File: config.mk
export PLATFORM = sky130hd
export DESIGN_NAME = led_frame_ctrl
export DESIGN_NICKNAME = d
export VERILOG_FILES = /design/src/rtl/led_pkg.sv /design/src/rtl/led_frame_ctrl.sv
export SDC_FILE = /design/constraint.sdc
export NUM_CORES = 1
export LEC_CHECK = 0
export BUFFER_PORTS_ARGS = -buffer_cell sky130_fd_sc_hd__clkbuf_2
export CAP_MARGIN = 20
export CORE_UTILIZATION = 56
export CTS_CLUSTER_DIAMETER = 120
export DETAILED_ROUTE_END_ITERATION = 7
export HOLD_SLACK_MARGIN = 0.05
export PLACE_DENSITY = 0.78
export SYNTH_ARGS = -nofsm -noshare
export SYNTH_HDL_FRONTEND = slang
export SYNTH_SLANG_ARGS = --single-unit
File: constraint.sdc
create_clock -name clk -period 2.5 [get_ports clk]
set_clock_uncertainty 0.1 [all_clocks]
set_input_delay 0 -clock clk [delete_from_list [all_inputs] [get_ports clk]]
set_output_delay 0 -clock clk [all_outputs]
set_load 0.02 [all_outputs]
File: src/rtl/led_pkg.sv
// Shared types and constants for the LED frame controller.
// Sizing helpers derive buffer dimensions from the LED count.
package led_pkg;

    typedef enum logic [1:0] {
        LF_IDLE = 2'd0,
        LF_RECV = 2'd1,
        LF_PEND = 2'd2
    } lf_state_e;

    localparam int unsigned ERR_OVF   = 0;
    localparam int unsigned ERR_SHORT = 1;
    localparam int unsigned ERR_DROP  = 2;

    function automatic int unsigned lf_bytes(input int unsigned led_cnt);
        return led_cnt * 3;
    endfunction

    function automatic int unsigned lf_fw(input int unsigned led_cnt);
        return led_cnt * 24;
    endfunction

endpackage

File: src/rtl/led_frame_ctrl.sv
// Collects one I2C write of RGB bytes into a back buffer and hands complete
// frames to the LED driver once it is idle; anomalies latch sticky error bits.
module led_frame_ctrl
    import led_pkg::*;
#(
    parameter  int unsigned LED_CNT = 3,
    localparam int unsigned BYTES   = lf_bytes(LED_CNT),
    localparam int unsigned FW      = lf_fw(LED_CNT)
) (
    input  logic          clk,
    input  logic          reset,
    input  logic [7:0]    byte_i,
    input  logic          byte_valid_i,
    input  logic          start_i,
    input  logic          stop_i,
    input  logic          led_busy_i,
    input  logic          err_clr_i,
    output logic [FW-1:0] frame_o,
    output logic          frame_load_o,
    output logic          rx_active_o,
    output logic [2:0]    err_o
);

    localparam int unsigned     CW   = $clog2(BYTES + 1);
    localparam logic [CW-1:0]   FULL = CW'(BYTES);

    lf_state_e     state_q, state_d;
    logic [CW-1:0] cnt_q, cnt_d, cnt_nxt;
    logic [FW-1:0] back_q, back_d;
    logic [FW-1:0] frame_q, frame_d;
    logic          load_q, load_d;
    logic          rx_q, rx_d;
    logic [2:0]    err_q, err_d;

    always_comb begin
        state_d = state_q;
        cnt_d   = cnt_q;
        cnt_nxt = cnt_q;
        back_d  = back_q;
        frame_d = frame_q;
        load_d  = 1'b0;
        // Clear first so that an error raised in the same cycle survives.
        err_d   = err_clr_i ? '0 : err_q;

        unique case (state_q)
            LF_IDLE: begin
                if (start_i) begin
                    cnt_d   = '0;
                    state_d = LF_RECV;
                end
            end
            LF_RECV: begin
                if (start_i) begin
                    cnt_d = '0;
                end else begin
                    if (byte_valid_i) begin
                        if (cnt_q < FULL) begin
                            for (int unsigned i = 0; i < BYTES; i++) begin
                                if (cnt_q == CW'(i)) back_d[FW-1-8*i -: 8] = byte_i;
                            end
                            cnt_nxt = cnt_q + CW'(1);
                        end else begin
                            err_d[ERR_OVF] = 1'b1;
                        end
                    end
                    cnt_d = cnt_nxt;
                    // STOP sees the count including a byte arriving alongside it.
                    if (stop_i) begin
                        if (cnt_nxt == FULL) begin
                            state_d = LF_PEND;
                        end else begin
                            err_d[ERR_SHORT] = 1'b1;
                            state_d          = LF_IDLE;
                        end
                    end
                end
            end
            LF_PEND: begin
                if (!led_busy_i) begin
                    frame_d = back_q;
                    load_d  = 1'b1;
                    state_d = LF_IDLE;
                end else if (start_i) begin
                    err_d[ERR_DROP] = 1'b1;
                end
                // A free driver still takes the frame even if a new START lands now.
                if (start_i) begin
                    cnt_d   = '0;
                    state_d = LF_RECV;
                end
            end
            default: state_d = LF_IDLE;
        endcase

        rx_d = (state_d == LF_RECV);
    end

    always_ff @(posedge clk or posedge reset) begin
        if (reset) begin
            state_q <= LF_IDLE;
            cnt_q   <= '0;
            frame_q <= '0;
            load_q  <= 1'b0;
            rx_q    <= 1'b0;
            err_q   <= '0;
        end else begin
            state_q <= state_d;
            cnt_q   <= cnt_d;
            frame_q <= frame_d;
            load_q  <= load_d;
            rx_q    <= rx_d;
            err_q   <= err_d;
        end
    end

    // Back buffer is deliberately unreset; only full writes ever reach frame_o.
    always_ff @(posedge clk) begin
        back_q <= back_d;
    end

    assign frame_o      = frame_q;
    assign frame_load_o = load_q;
    assign rx_active_o  = rx_q;
    assign err_o        = err_q;

endmodule
==> impl_metrics.tcl <==
set metrics [dict create \
    overflow 0 \
    cts_max_level 4 \
    synth_area_um2 5878 \
    finalSetupViolations 0 \
    dieHeight_um 104.5 \
    worstPathArrival_ns 2.68 \
    antenna_found_initial 0 \
    post_drt_wl_per_cell_um 19.36 \
    grt_pass1_vias 3128 \
    drt_iter0_markers 208 \
    critPathMaxFanout 6 \
    max_cap_viol_count 0 \
    yosys_warnings 0 \
    synth.avg_cell_area_um2 19.46 \
    p_leak_nw 3.238 \
    fp.coreArea_um2 10230 \
    drv_slew 0 \
    crit_type "flop to flop" \
    antenna_left 0 \
    dp_hpwl_um 6677 \
    cts_buffer_depth 2 \
    vias_per_cell 5.352 \
    start_kind "flop" \
    synthDistinctLibCells 29 \
    num-nets-final 443 \
    outcome "finished clean" \
    hold_path_class "input port to flop" \
    post_cts_buffers 0 \
    synth_cells 302 \
    relSlewSlack 0.5533 \
    finalCritPeriodShare 0.9482 \
    initial_core_util 0.5745 \
    place.gp.congestion 0.9275 \
    synth-seq-area-share 0.7212 \
    first_pass_iters 4 \
    cts_made_buffers 17 \
    cp-end-kind "flop" \
    n_antenna_cell 0 \
    synth_top_area_frac 0.3678 \
    dieArea_um2 10910 \
    drc_errors 0 \
    place_ws_ns 0.3687 \
    portBuffers 91 \
    finalHoldViolCount 0 \
    root_buffer "clkbuf_8" \
    min_from "start_i" \
    grt.total_usage 0.2210 \
    synth.area.top_cells "edfxtp_1 37%, dfrtp_1 35%, mux2_4 18%, buf_12 2.4%, ha_1 1.1%" \
    irDropWorstVdd_mv 0.4444 \
    worstReg2RegStart "cnt_q[0]$_DFFE_PP0P_" \
    cts_sinks 155 \
    finalSetupTns_ns 0 \
    required_ns 2.81 \
    whs_ns 0.2360 \
    num_rows 37 \
    startpoint "cnt_q[0]$_DFFE_PP0P_" \
    layout_min_cycle_time_ns 2.370 \
    p_per_area_nw_per_um2 773.8 \
    ys_seq_elements 155 \
    clk_latency_ns 0.52 \
    num_vias 3056 \
    yosysTopAreaCell "edfxtp_1" \
    max_clock_freq_mhz 421.9 \
    wl_um 11050 \
    grt_max_degree 53 \
    tightest_slew_ns 0.6701 \
    clk_pin_slew_ns 0.06 \
    rsz0062_at_grt "no" \
    drive_above_1_share 0.4575 \
    setup_ws_ns 0.1296 \
    grt_first_pass_wirelength_um 17420 \
    io_pins 92 \
    cts_tree "yes" \
    areaGrowthSynthToFinish_pct 21.97 \
    final_util 0.7007 \
    syn-num-nets 322 \
    die_x_um 104.5 \
]
[power breakdown]
group | switching (mW) | leakage [nW] | total, mW | internal [mW]
logic | 0.142 | 1.16 | 0.230 | 0.0882
registers | 0.0303 | 1.79 | 2.74 | 2.71
clock network | 0.963 | 0.280 | 2.57 | 1.61
[layout by cell type (no fill, tap or decap), types with 4 or more instances in the layout]
cell type and count:
mux2_2 4, clkbuf_16 16, dfrtp_1 83, bufinv_16 4
o22ai_1 5, nand3_1 4, clkinv_2 4, clkbuf_2 91
ha_1 5, nor2_1 5, mux2_4 69, a21oi_1 5
inv_1 8, dlygate4sd3_1 18, nand2_1 5, and3_1 5
and2_1 4, edfxtp_1 72, clkinvlp_4 4
[worst max-delay path, cell delays in order, from the launching register on]
cell           delay (ns)
dfrtp_1              0.43
inv_1                0.15
ha_1                 0.29
o311ai_1             0.41
and3_1               0.24
o22ai_1              0.07
dlygate4sd3_1        0.56
[Yosys cell counts]
cell type / count
a22o_1: 1
mux2_2: 4
and3_1: 5
and2_1: 4
buf_12: 7
buf_6: 2
mux2i_1: 1
nor3_1: 2
o311ai_1: 1
clkbuf_2: 1
o21ai_0: 2
o22a_1: 1
nand3_1: 4
nand4bb_1: 1
a31oi_1: 2
dfrtp_1: 83
edfxtp_1: 72
nand3b_1: 1
inv_1: 9
nor3b_2: 1
nor2_1: 5
nor2b_1: 1
o22ai_1: 5
buf_2: 1
nand2_1: 5
ha_1: 5
a21oi_1: 5
nand2b_1: 2
mux2_4: 69
[final cells by class]
cell class	instances	area (um^2)
clock buffer	19	421.7
clock inverter	12	173.9
fill	643	3062
inverter	9	35.03
multi-input combinational	127	1439
sequential	155	4239
tap	136	170.2
timing repair buffer	113	690.7
[flip-flops by register name (all words and copies together) (netlist names)]
| register | cells |
|---|---|
| back_q | 72 |
| state_q | 2 |
| rx_active_o | 1 |
| cnt_q | 4 |
| frame_load_o | 1 |
| frame_o | 72 |
| err_o | 3 |
[timing repair]
action / in CTS / in global routing
hold endpoints to repair: 166 / 0
gates resized for setup: 0 / 0
hold buffers: 18 / 0
[per-stage QoR]
stage,instance area [um^2],instances,power [mW]
after floorplan,5878,302,2.908
after CTS,7169,571,5.593
after global routing,7169,571,5.719
final,7169,571,5.547
after detailed placement,6394,522,3.001
after global placement,6394,522,2.994
[worst paths after layout]
path	endpoint	slack, ns	cells past startpoint
max in group asynchronous	frame_o[29]$_DFFE_PP0P_	1.09	5
setup / recovery	err_o[1]$_DFF_PP0_	0.13	6
min in group asynchronous	frame_o[54]$_DFFE_PP0P_	0.54	4
hold reg to reg	frame_o[39]$_DFFE_PP0P_	0.38	1
hold / removal	state_q[1]$_DFF_PP0_	0.24	3
setup reg to reg	err_o[1]$_DFF_PP0_	0.13	6
[kinds of logic (layout without fill, tap and decap cells)]
| kind of cell | Yosys count | count (layout) | synth area share |
|---|---|---|---|
| mux | 74 | 74 | 0.1856 |
| simple gates | 31 | 31 | 0.02959 |
| fa+ha+maj | 5 | 5 | 0.01064 |
| flops | 155 | 155 | 0.7212 |
| compound gates | 17 | 17 | 0.01788 |
| buf+inv | 20 | 153 | 0.03512 |
[routing by layer]
metal | wire length, um | up-vias | track usage | part of all wire
met4 | 242 | 0 | 0.1010 | 0.022
met1 | 4781 | 1574 | 0.2939 | 0.43
met2 | 5394 | 114 | 0.3368 | 0.49
met5 | 0 | - | 0 | 0
li1 | - | 1349 | - | -
met3 | 634 | 19 | 0.06704 | 0.057
(Power assumes the default switching activity.)
